==> src/rtl/n_pulse_sequencer.sv <==
`default_nettype none
// ============================================================================
//  Module      : n_pulse_sequencer
//  Description : Programmable N-pulse RF sequencer. Each pulse slot has its
//                own delay, length and TX phase. The pulse train is followed
//                by an ADC acquisition window, and the whole sequence repeats
//                a programmable number of times. Any segment whose duration
//                is zero is skipped without consuming a cycle.
//  Ports       : clk, rst (sync, active-high)
//                start             - sequence request (accepted in IDLE only)
//                pulse_timing_data - flattened slot + global timing word
//                RF_signal_valid   - DDS valid; loss while running aborts
//                TX_active / TX_active_phase - pulse gate and its phase
//                amp_enable        - amplifier gate, leads each pulse
//                ADC_enable        - acquisition window
//                busy / done / abort - status and single-cycle strobes
//  Revision    : 1.0 - initial release
// ============================================================================
module n_pulse_sequencer #(
    parameter int            N_PULSES = 3,
    parameter int            TW       = 32,
    parameter int            PHASE_W  = 2,
    parameter logic [TW-1:0] AMP_LEAD = TW'(8)
) (
    input  logic                                    clk,
    input  logic                                    rst,
    input  logic                                    start,
    input  logic [N_PULSES*(2*TW+PHASE_W)+3*TW-1:0] pulse_timing_data,
    input  logic                                    RF_signal_valid,
    output logic                                    TX_active,
    output logic [PHASE_W-1:0]                      TX_active_phase,
    output logic                                    amp_enable,
    output logic                                    ADC_enable,
    output logic                                    busy,
    output logic                                    done,
    output logic                                    abort
);

    localparam int c_slot_w     = 2*TW + PHASE_W;
    localparam int c_glob       = N_PULSES * c_slot_w;
    localparam int c_cfg_w      = c_glob + 3*TW;
    // Segments in order: DELAY(0), PULSE(0), ..., DELAY(N-1), PULSE(N-1),
    // ACQ_DELAY, ACQ. Segment index 2i is DELAY(i), 2i+1 is PULSE(i).
    localparam int c_nseg       = 2*N_PULSES + 2;
    localparam int c_seg_w      = $clog2(c_nseg + 1);
    localparam int c_idx_w      = (N_PULSES > 1) ? $clog2(N_PULSES) : 1;
    localparam int c_last_pulse = 2*N_PULSES - 1;

    typedef enum logic [2:0] {
        IDLE      = 3'd0,
        DELAY     = 3'd1,
        PULSE     = 3'd2,
        ACQ_DELAY = 3'd3,
        ACQ       = 3'd4
    } state_t;

    state_t               r_state, w_state_nxt;
    logic [c_idx_w-1:0]   r_slot, w_slot_nxt;
    logic [TW-1:0]        r_cnt, w_cnt_nxt;
    logic [TW-1:0]        r_rep, w_rep_nxt;
    logic [c_cfg_w-1:0]   r_cfg;
    logic                 w_load;

    logic                 r_tx, r_amp, r_adc, r_busy, r_done, r_abort;
    logic [PHASE_W-1:0]   r_phase, w_phase_nxt;
    logic                 w_tx_nxt, w_amp_nxt, w_adc_nxt, w_busy_nxt;
    logic                 w_done_nxt, w_abort_nxt;

    // Decoded configuration (live input while idle, shadow while running)
    logic [c_cfg_w-1:0]   w_cfg;
    logic [TW-1:0]        w_dur [c_nseg];
    logic [PHASE_W-1:0]   w_ph  [N_PULSES];
    logic [c_nseg-1:0]    w_nz;
    logic [TW-1:0]        w_reps;

    // Segment search
    logic [c_seg_w-1:0]   w_cur, w_lo, w_fwd_idx, w_wrap_idx, w_tgt;
    logic                 w_fwd_hit, w_wrap_hit;
    logic                 w_enter, w_wrap, w_finish, w_tail_passed;
    int                   w_ps;

    always_comb begin
        w_cfg = (r_state == IDLE) ? pulse_timing_data : r_cfg;
        for (int i = 0; i < N_PULSES; i++) begin
            w_dur[2*i]   = w_cfg[i*c_slot_w        +: TW];
            w_dur[2*i+1] = w_cfg[i*c_slot_w + TW   +: TW];
            w_ph[i]      = w_cfg[i*c_slot_w + 2*TW +: PHASE_W];
        end
        w_dur[c_nseg-2] = w_cfg[c_glob      +: TW];
        w_dur[c_nseg-1] = w_cfg[c_glob + TW +: TW];
        // rep_count of zero runs the sequence once
        w_reps = (w_cfg[c_glob + 2*TW +: TW] == '0) ? TW'(1)
                                                    : w_cfg[c_glob + 2*TW +: TW];
        for (int s = 0; s < c_nseg; s++) begin
            w_nz[s] = |w_dur[s];
        end
    end

    // Locate the next non-empty segment: forward from the one after the
    // current segment, and (for a new repetition) from the very beginning.
    always_comb begin
        case (r_state)
            DELAY:     w_cur = c_seg_w'(2*int'(r_slot));
            PULSE:     w_cur = c_seg_w'(2*int'(r_slot) + 1);
            ACQ_DELAY: w_cur = c_seg_w'(c_nseg - 2);
            ACQ:       w_cur = c_seg_w'(c_nseg - 1);
            default:   w_cur = '0;
        endcase
        w_lo       = (r_state == IDLE) ? '0 : w_cur + c_seg_w'(1);
        w_fwd_hit  = 1'b0;
        w_fwd_idx  = '0;
        w_wrap_hit = 1'b0;
        w_wrap_idx = '0;
        for (int s = c_nseg-1; s >= 0; s--) begin
            if (w_nz[s]) begin
                w_wrap_hit = 1'b1;
                w_wrap_idx = c_seg_w'(s);
                if (s >= int'(w_lo)) begin
                    w_fwd_hit = 1'b1;
                    w_fwd_idx = c_seg_w'(s);
                end
            end
        end
    end

    always_comb begin
        w_state_nxt = r_state;
        w_slot_nxt  = r_slot;
        w_cnt_nxt   = r_cnt;
        w_rep_nxt   = r_rep;
        w_phase_nxt = r_phase;
        w_done_nxt  = 1'b0;
        w_abort_nxt = 1'b0;
        w_load      = 1'b0;
        w_tgt       = w_fwd_idx;
        w_enter     = 1'b0;
        w_wrap      = 1'b0;
        w_finish    = 1'b0;
        w_ps        = 0;
        // True when the final pulse slot lies after the current position,
        // i.e. it is passed over when the sequence ends or wraps.
        w_tail_passed = (r_state == IDLE) || (int'(w_cur) < c_last_pulse);

        if (r_state == IDLE) begin
            if (start && RF_signal_valid) begin
                w_load    = 1'b1;
                w_rep_nxt = TW'(1);
                if (w_fwd_hit) begin
                    w_enter = 1'b1;
                end else begin
                    w_finish = 1'b1;
                end
            end
        end else if (!RF_signal_valid) begin
            w_state_nxt = IDLE;
            w_abort_nxt = 1'b1;
        end else if (r_cnt != TW'(1)) begin
            w_cnt_nxt = r_cnt - TW'(1);
        end else if (w_fwd_hit) begin
            w_enter = 1'b1;
        end else if (r_rep < w_reps) begin
            w_rep_nxt = r_rep + TW'(1);
            w_tgt     = w_wrap_idx;
            w_enter   = 1'b1;
            w_wrap    = 1'b1;
        end else begin
            w_finish = 1'b1;
        end

        if (w_finish) begin
            w_state_nxt = IDLE;
            w_done_nxt  = 1'b1;
            if (w_tail_passed) begin
                w_phase_nxt = w_ph[N_PULSES-1];
            end
        end

        if (w_enter) begin
            for (int s = 0; s < c_nseg; s++) begin
                if (int'(w_tgt) == s) begin
                    w_cnt_nxt = w_dur[s];
                end
            end
            if (int'(w_tgt) < 2*N_PULSES) begin
                w_state_nxt = w_tgt[0] ? PULSE : DELAY;
                w_slot_nxt  = c_idx_w'(w_tgt >> 1);
            end else if (int'(w_tgt) == c_nseg - 2) begin
                w_state_nxt = ACQ_DELAY;
            end else begin
                w_state_nxt = ACQ;
            end

            // The phase follows the latest pulse slot reached, including
            // zero-length slots skipped on the way to the target.
            if (w_tgt != '0) begin
                w_ps = (int'(w_tgt) - 1) >> 1;
                if (w_ps > N_PULSES - 1) begin
                    w_ps = N_PULSES - 1;
                end
                if ((r_state == IDLE) || w_wrap || (2*w_ps + 1 > int'(w_cur))) begin
                    for (int j = 0; j < N_PULSES; j++) begin
                        if (j == w_ps) begin
                            w_phase_nxt = w_ph[j];
                        end
                    end
                end
            end else if (w_wrap && w_tail_passed) begin
                w_phase_nxt = w_ph[N_PULSES-1];
            end
        end

        w_tx_nxt   = (w_state_nxt == PULSE);
        w_amp_nxt  = (w_state_nxt == PULSE) ||
                     ((w_state_nxt == DELAY) && (w_cnt_nxt <= AMP_LEAD));
        w_adc_nxt  = (w_state_nxt == ACQ);
        w_busy_nxt = (w_state_nxt != IDLE);
    end

    always_ff @(posedge clk) begin
        if (rst) begin
            r_state <= IDLE;
            r_slot  <= '0;
            r_cnt   <= '0;
            r_rep   <= '0;
            r_cfg   <= '0;
            r_tx    <= 1'b0;
            r_phase <= '0;
            r_amp   <= 1'b0;
            r_adc   <= 1'b0;
            r_busy  <= 1'b0;
            r_done  <= 1'b0;
            r_abort <= 1'b0;
        end else begin
            r_state <= w_state_nxt;
            r_slot  <= w_slot_nxt;
            r_cnt   <= w_cnt_nxt;
            r_rep   <= w_rep_nxt;
            if (w_load) begin
                r_cfg <= pulse_timing_data;
            end
            r_tx    <= w_tx_nxt;
            r_phase <= w_phase_nxt;
            r_amp   <= w_amp_nxt;
            r_adc   <= w_adc_nxt;
            r_busy  <= w_busy_nxt;
            r_done  <= w_done_nxt;
            r_abort <= w_abort_nxt;
        end
    end

    assign TX_active       = r_tx;
    assign TX_active_phase = r_phase;
    assign amp_enable      = r_amp;
    assign ADC_enable      = r_adc;
    assign busy            = r_busy;
    assign done            = r_done;
    assign abort           = r_abort;

endmodule
`default_nettype wire
==> config.mk <==
export PLATFORM = sky130hd
export DESIGN_NAME = n_pulse_sequencer
export DESIGN_NICKNAME = d
export VERILOG_FILES = /design/src/rtl/n_pulse_sequencer.sv
export SDC_FILE = /design/constraint.sdc
export NUM_CORES = 1
export LEC_CHECK = 0
export CAP_MARGIN = 20
export CORE_ASPECT_RATIO = 0.6
export CORE_MARGIN = 4
export CORE_UTILIZATION = 35
export DETAILED_ROUTE_END_ITERATION = 10
export PLACE_DENSITY = 0.62
export SETUP_SLACK_MARGIN = 0.05
export SLEW_MARGIN = 20
export SYNTH_ARGS = -nofsm -noshare
export SYNTH_HDL_FRONTEND = slang
export SYNTH_SLANG_ARGS = --single-unit
export TNS_END_PERCENT = 20
==> constraint.sdc <==
create_clock -name clk -period 14 [get_ports clk]
set_clock_uncertainty 0.2 [all_clocks]
set_input_delay 1.4 -clock clk [delete_from_list [all_inputs] [get_ports clk]]
set_output_delay 1.4 -clock clk [all_outputs]
set_load 0.005 [all_outputs]
==> impl_metrics.py, run 1 <==
metrics = {
    "setup_path": {
        "critical_path_arrival_ps": 9430,
        "cp-end-kind": "flop",
        "critPathMaxFanout": 17,
        "crit_type": "input port to flop",
        "crit_required_ps": 14300,
        "worstSetupStartpointType": "input port",
    },
    "timing": {
        "slew_headroom_pct": 14.3,
        "final-hold-violation-count": 0,
        "drv_slew": 0,
        "worstMarginPinSlew_ps": 1270,
        "setup_tns_ps": 0,
        "rsz0062_at_grt": "false",
        "fin_crit_ps": 9140,
        "setup_viol": 0,
        "min_period_over_period_pct": 65.3,
        "max_freq_mhz": 109,
    },
    "detailed_routing": {
        "wl_met2_um": 40800,
        "highest_layer": "met5",
        "ant_nets": 0,
        "wire_per_inst_um": 24.5,
        "routed_wl_um": 103000,
        "met1_length_um": 46800,
        "dr.pass1.iters": 6,
        "vias_per_cell": 5.99,
        "drt-initial-drc-count": 3822,
        "met3_length_um": 13100,
        "drc": 0,
        "route.vias.total": 25100,
    },
    "synth": {
        "ys_ff_latch": 371,
        "syn_area_per_cell_um2": 7.10,
        "synth-seq-area-share_pct": 33.1,
        "synth_fp_nets": 3505,
        "async_reset_ff_share_pct": 0,
        "yosysUniqueCellTypes": 93,
        "synth-edff-count": 0,
        "synth-main-ff-cell": "dfxtp_1",
        "synth.cell_area_um2": 22500,
        "yosys_warnings": 0,
        "postSynthCellCount": 3162,
    },
    "clock_network": {
        "htreeDepth": 2,
        "clockBufferDepth": 3,
        "clk_pin_slew_ps": 70,
        "cts_resized": 0,
        "cts_root_buffer": "clkbuf_16",
        "cts_tree": "done",
        "cts_hold_buffers": 0,
        "numClockSinks": 371,
        "cts_setup_buffers": 0,
        "clk_latency_ps": 580,
        "cts_inserted_buffers": 39,
    },
    "finish": {
        "area_growth_pct": 21.4,
        "final_area_um2": 27300,
        "fillers": 6543,
        "final_nets": 3661,
        "drive_above_1_share_pct": 4.42,
    },
    "flow_run": {
        "cap_violations": 0,
    },
    "pwr": {
        "p_leak_nw": 10.6,
        "ir_drop_uv": 68.9,
        "powerDensity_nw_per_um2": 108,
    },
    "die": {
        "core-area_um2": 63100,
        "io_pins": 306,
        "die_area_um2": 68400,
        "die_y_um": 204,
        "initial_core_util_pct": 35.6,
        "rows": 71,
        "die_w_um": 335,
    },
    "global_routing": {
        "grt_pass1_vias": 21900,
        "grt_antenna_before_repair": 4,
        "grt_pass1_wl_um": 148000,
        "overflow": 0,
        "grt_max_degree": 201,
        "grt_usage_pct": 28.3,
    },
    "run_status": {
        "outcome": "completed",
    },
    "placement": {
        "place.gp.congestion": 1.05,
        "port_buffers": 305,
        "place_area_um2": 26000,
        "dpl.hpwl_um": 77200,
    },
    "worst_hold_path": {
        "hp-class": "flop to flop",
    },
}
## power breakdown
| group | leakage [nW] | switching [W] | internal (W) |
|---|---|---|---|
| logic | 6.96 | 0.000452 | 0.000253 |
| clock network | 0.631 | 0.000478 | 0.000608 |
| registers | 3.03 | 0.0000476 | 0.00111 |
| total | 10.6 | 0.000977 | 0.00197 |
## final timing paths
path | start | endpoint | slack, ps | cells past startpoint
setup / recovery | pulse_timing_data[115] | amp_enable | 4860 | 21
hold / removal | r_cfg[64] | r_cfg[64] | 250 | 2
setup reg to reg | r_state[0] | amp_enable | 5160 | 21
hold reg to reg | r_cfg[64] | r_cfg[64] | 250 | 2
## registers in the layout (all words and copies together) (netlist names)
signal	flops
ADC_enable	1
TX_active	1
TX_active_phase	2
abort	1
amp_enable	1
busy	1
done	1
r_cfg	294
r_cnt	32
r_rep	32
r_slot	2
r_state	3
## logic make-up (layout without fill, tap and decap cells)
| group | count (synthesis) | count (layout) | share of synthesized area, % |
|---|---|---|---|
| AO/OA/AOI/OAI | 685 | 685 | 18.8 |
| XOR/XNOR | 52 | 52 | 2.03 |
| adder cells (fa/ha/maj) | 45 | 45 | 2.51 |
| buffers and inverters | 244 | 427 | 4.35 |
| flip-flops | 371 | 371 | 33.1 |
| multiplexers | 158 | 158 | 7.19 |
| other | 0 | 1 | 0 |
| AND/OR/NAND/NOR | 1607 | 1607 | 32.0 |
## per-stage QoR
step           worst slack (ps)  hold WS [ps]  std cells  utilization [%]  power [W]
2_1_floorplan              5290           233       3162                -    0.00153
3_3_place_gp               4960           242       4116             41.2    0.00185
3_5_place_dp               4860           246       4116             41.2    0.00185
4_1_cts                    5420           254       4184             43.2    0.00292
5_1_grt                    4870           277       4184             43.2    0.00304
6_report                   4860           254       4185             43.2    0.00295
## synth_stat cells (5+ instances only)
library cell / number / area share (%)
o21ai_0: 66 / 1.5
nand3_1: 99 / 2.2
nand4_1: 61 / 1.7
nand2_1: 978 / 16
o211ai_1: 10 / 0.33
a211oi_1: 20 / 0.67
a21oi_1: 381 / 8.5
xor2_1: 36 / 1.4
inv_1: 18 / 0.30
xnor2_1: 16 / 0.62
nor2_1: 140 / 2.3
and2_1: 7 / 0.20
o31a_1: 7 / 0.27
or3_1: 14 / 0.39
buf_1: 30 / 0.50
o22ai_1: 23 / 0.64
mux2i_1: 150 / 6.7
dfxtp_1: 371 / 33
nor2b_1: 16 / 0.45
a21o_1: 9 / 0.30
clkbuf_1: 163 / 2.7
or2_2: 6 / 0.17
o221ai_1: 17 / 0.66
a31oi_1: 31 / 0.86
mux2_2: 6 / 0.30
nor3_1: 46 / 1.0
a221oi_1: 17 / 0.66
a211o_1: 7 / 0.27
a22oi_1: 8 / 0.27
a221o_1: 8 / 0.36
nand2b_1: 5 / 0.14
o21a_1: 6 / 0.20
buf_2: 27 / 0.60
nor4_1: 164 / 4.6
ha_1: 45 / 2.5
o31ai_1: 6 / 0.20
and3_1: 37 / 1.0
a32oi_1: 12 / 0.47
## layout by cell type, fill, tap and decap left out, types with 12 or more instances in the layout
| cell type | instances |
|---|---|
| a211oi_1 | 20 |
| a21oi_1 | 381 |
| a221oi_1 | 17 |
| a31oi_1 | 31 |
| a32oi_1 | 12 |
| and3_1 | 36 |
| buf_4 | 31 |
| clkbuf_16 | 39 |
| clkdlybuf4s50_1 | 304 |
| dfxtp_1 | 371 |
| ha_1 | 43 |
| inv_1 | 18 |
| mux2i_1 | 150 |
| nand2_1 | 978 |
| nand3_1 | 98 |
| nand4_1 | 61 |
| nor2_1 | 139 |
| nor2b_1 | 16 |
| nor3_1 | 45 |
| nor4_1 | 164 |
| o21ai_0 | 66 |
| o221ai_1 | 17 |
| o22ai_1 | 23 |
| or3_1 | 13 |
| xnor2_1 | 16 |
| xor2_1 | 36 |
## layout make-up
| type | count | area, um2 | area share (%) |
|---|---|---|---|
| clock buffer | 55 | 1150 | 4.20 |
| clock inverter | 13 | 131 | 0.482 |
| antenna | 1 | 2.50 | 0.00918 |
| tap | 839 | 1050 | 3.85 |
| timing repair buffer | 339 | 3340 | 12.3 |
| sequential | 371 | 7430 | 27.2 |
| inverter | 20 | 76.3 | 0.280 |
| multi-input combinational | 2547 | 14100 | 51.7 |
## layer usage
layer	GRT usage, %	vias to the layer above
met5	0	-
met4	4.86	6
met3	9.00	118
met2	38.6	1471
met1	43.3	11900
li1	-	11600
## worst max-delay path, cell delays in order
cell             delay (ps)
clkdlybuf4s50_1         470
nor4_1                  330
nand4_1                 250
nor3_1                  810
o221ai_1                360
a221oi_4                640
nand4_1                 390
o31a_1                  420
inv_1                   160
ha_1                    170
buf_4                   270
clkinv_1                560
nor2_1                  550
nand3_1                 120
a21oi_1                 210
a21oi_1                  90
o311ai_0               1070
a221oi_1                290
o41ai_1                 420
nand4_1                 200
o31ai_2                 190
Note: power is estimated with default switching activity, not from simulation.
==> run 2, diff against run 1 <==
--- a/config.mk
+++ b/config.mk
@@ -10,7 +10,7 @@
 export CORE_MARGIN = 4
 export CORE_UTILIZATION = 35
 export DETAILED_ROUTE_END_ITERATION = 10
-export PLACE_DENSITY = 0.62
+export PLACE_DENSITY = 0.64
 export SETUP_SLACK_MARGIN = 0.05
 export SLEW_MARGIN = 20
 export SYNTH_ARGS = -nofsm -noshare
==> constraint.sdc (replaced) <==
create_clock -name clk -period 8.2 [get_ports clk]
set_clock_uncertainty 0.2 [all_clocks]
set_input_delay 0.82 -clock clk [delete_from_list [all_inputs] [get_ports clk]]
set_output_delay 0.82 -clock clk [all_outputs]
set_load 0.005 [all_outputs]
==> run 2 against run 1 <==
  * Final cell count is 0.91% higher
  * Flip-flop and latch count unchanged
  * Via count increased by 1.6%
  * Sequential share of layout area down 0.32 points
  * Worst hold slack better by 9.2 ps
  * Combinational power rose by 74%
  * Setup slack worse by 4500 ps
  * Critical path depth is 3 higher
  * Global-route usage increased by 0.61 points
  * First-iteration DRC count grew 2.5%
  * Non-clock buffer count up 30
==> impl_metrics.py, run 2 (same netlist as run 1, synthesis figures left out) <==
metrics = {
    "run_status": {
        "outcome": "completed",
    },
    "finish": {
        "fillers": 6459,
        "largest_reg_flops": 294,
        "final_area_um2": 27600,
        "layout_common_cells": "nand2_1 (978), a21oi_1 (381), dfxtp_1 (371)",
        "final_nets": 3693,
        "layout_commonest_cell": "nand2_1",
        "final_util_pct": 43.7,
        "area_growth_pct": 22.8,
        "drive_above_1_share_pct": 5.41,
        "regMostFlops": "r_cfg",
        "reg_top3": "r_cfg: 294 flops, r_cnt: 32 flops, r_rep: 32 flops",
        "register_area_um2": 7430,
        "multiInputGateArea_um2": 14100,
    },
    "pwr": {
        "seqPwrFrac_pct": 38.6,
        "ir_drop_uv": 120,
        "p_sw_share_pct": 33.3,
        "p_leak_nw": 10.8,
        "pwr-share-clk_pct": 37.3,
        "finalPower_w": 0.00511,
        "p_sw_w": 0.00170,
        "pwr-share-comb_pct": 24.1,
        "intPower_w": 0.00341,
        "powerDensity_nw_per_um2": 185,
    },
    "clock_network": {
        "htreeDepth": 2,
        "cts_setup_buffers": 0,
        "cts_root_buffer": "clkbuf_16",
        "cts_resized": 0,
        "clk_latency_ps": 590,
        "numClockSinks": 371,
        "cts_inserted_buffers": 41,
        "cts_hold_buffers": 0,
        "cts_tree": "done",
        "clockBufferDepth": 3,
        "clk_pin_slew_ps": 70,
    },
    "placement": {
        "dpl.hpwl_um": 79000,
        "place_area_um2": 26200,
        "port_buffers": 305,
        "place.gp.congestion": 1.05,
    },
    "timing": {
        "worstMarginPinSlew_ps": 1160,
        "hold_slack_ps": 263,
        "fin_crit_ps": 7880,
        "slew_headroom_pct": 22.9,
        "min_period_over_period_pct": 96.1,
        "final-hold-violation-count": 0,
        "drv_slew": 0,
        "setup_viol": 0,
        "setup_tns_ps": 0,
        "rsz0062_at_grt": "false",
        "max_freq_mhz": 127,
    },
    "detailed_routing": {
        "wire_per_inst_um": 24.7,
        "drc": 0,
        "route.vias.total": 25500,
        "dr.pass1.iters": 6,
        "routed_wl_um": 104000,
        "drt-initial-drc-count": 3918,
        "vias_per_cell": 6.03,
        "ant_nets": 0,
    },
    "die": {
        "rows": 71,
        "die_y_um": 204,
        "die_w_um": 335,
        "core-area_um2": 63100,
        "io_pins": 306,
        "die_area_um2": 68400,
        "initial_core_util_pct": 35.6,
    },
    "global_routing": {
        "grt_max_degree": 204,
        "grt_pass1_wl_um": 151000,
        "grt_usage_pct": 28.9,
        "grt_pass1_vias": 22600,
        "overflow": 0,
        "grt_antenna_before_repair": 6,
    },
    "setup_path": {
        "crit_type": "flop to flop",
        "crit_required_ps": 8510,
        "worstSetupStartpointType": "flop",
        "critPathMaxFanout": 17,
        "critical_path_arrival_ps": 8190,
        "cp-end-kind": "flop",
    },
    "flow_run": {
        "cap_violations": 0,
    },
    "worst_hold_path": {
        "hp-class": "flop to flop",
    },
}
run 2: power groups by stage:
stage               sequential [W]  clock [W]  combinational [W]
detailed placement         0.00201          0            0.00117
global route               0.00198    0.00199            0.00128
global placement           0.00201          0            0.00118
floorplan                  0.00199          0           0.000625
CTS                        0.00197    0.00192            0.00118
finish                     0.00198    0.00190            0.00123
run 2: metrics by stage:
stage,worst slack (ps),std cells
global route,197,4222
floorplan,95.7,3162
detailed placement,532,4146
CTS,663,4221
global placement,639,4146
finish,324,4223
run 2: final cells by class:
cell class              count  share of cell area [%]
repair buffers            369                    13.0
well taps                 839                    3.81
flip-flops and latches    371                    26.9
multi-input cells        2547                    51.1
clock inverters            15                   0.417
diodes                      2                  0.0181
clock buffers              60                    4.46
inverters                  20                   0.277
run 2: final timing paths:
path                                 start  cells past startpoint          to  slack [ps]
worst max-delay path            r_state[1]                     24  amp_enable         320
worst min-delay path             r_cfg[65]                      2   r_cfg[65]         260
worst max register to register  r_state[1]                     24  amp_enable         320
worst min register to register   r_cfg[65]                      2   r_cfg[65]         260
run 2: metal layers:
| metal | global-route usage (%) | vias up | part of all wire [%] |
|---|---|---|---|
| li1 | - | 11700 | - |
| met1 | 44.5 | 12100 | 46 |
| met2 | 38.7 | 1525 | 39 |
| met3 | 8.98 | 148 | 13 |
| met4 | 6.11 | 4 | 2.2 |
| met5 | 0 | - | 0.026 |
run 2: worst max-delay path, stage by stage, from the launching register on:
cell	delay [ps]
dfxtp_1	470
nor3_2	270
buf_4	340
mux2i_1	250
ha_1	260
a21oi_1	130
o21ai_0	120
a221oi_1	520
o211ai_1	290
a2111oi_4	380
buf_4	220
o31ai_1	90
a21o_1	190
a221o_1	410
inv_1	130
ha_1	590
inv_1	280
nand2_1	370
nor3_1	100
a211oi_1	680
o22ai_1	240
a2111o_1	330
nor4bb_1	520
nand4_1	220
o31ai_2	210
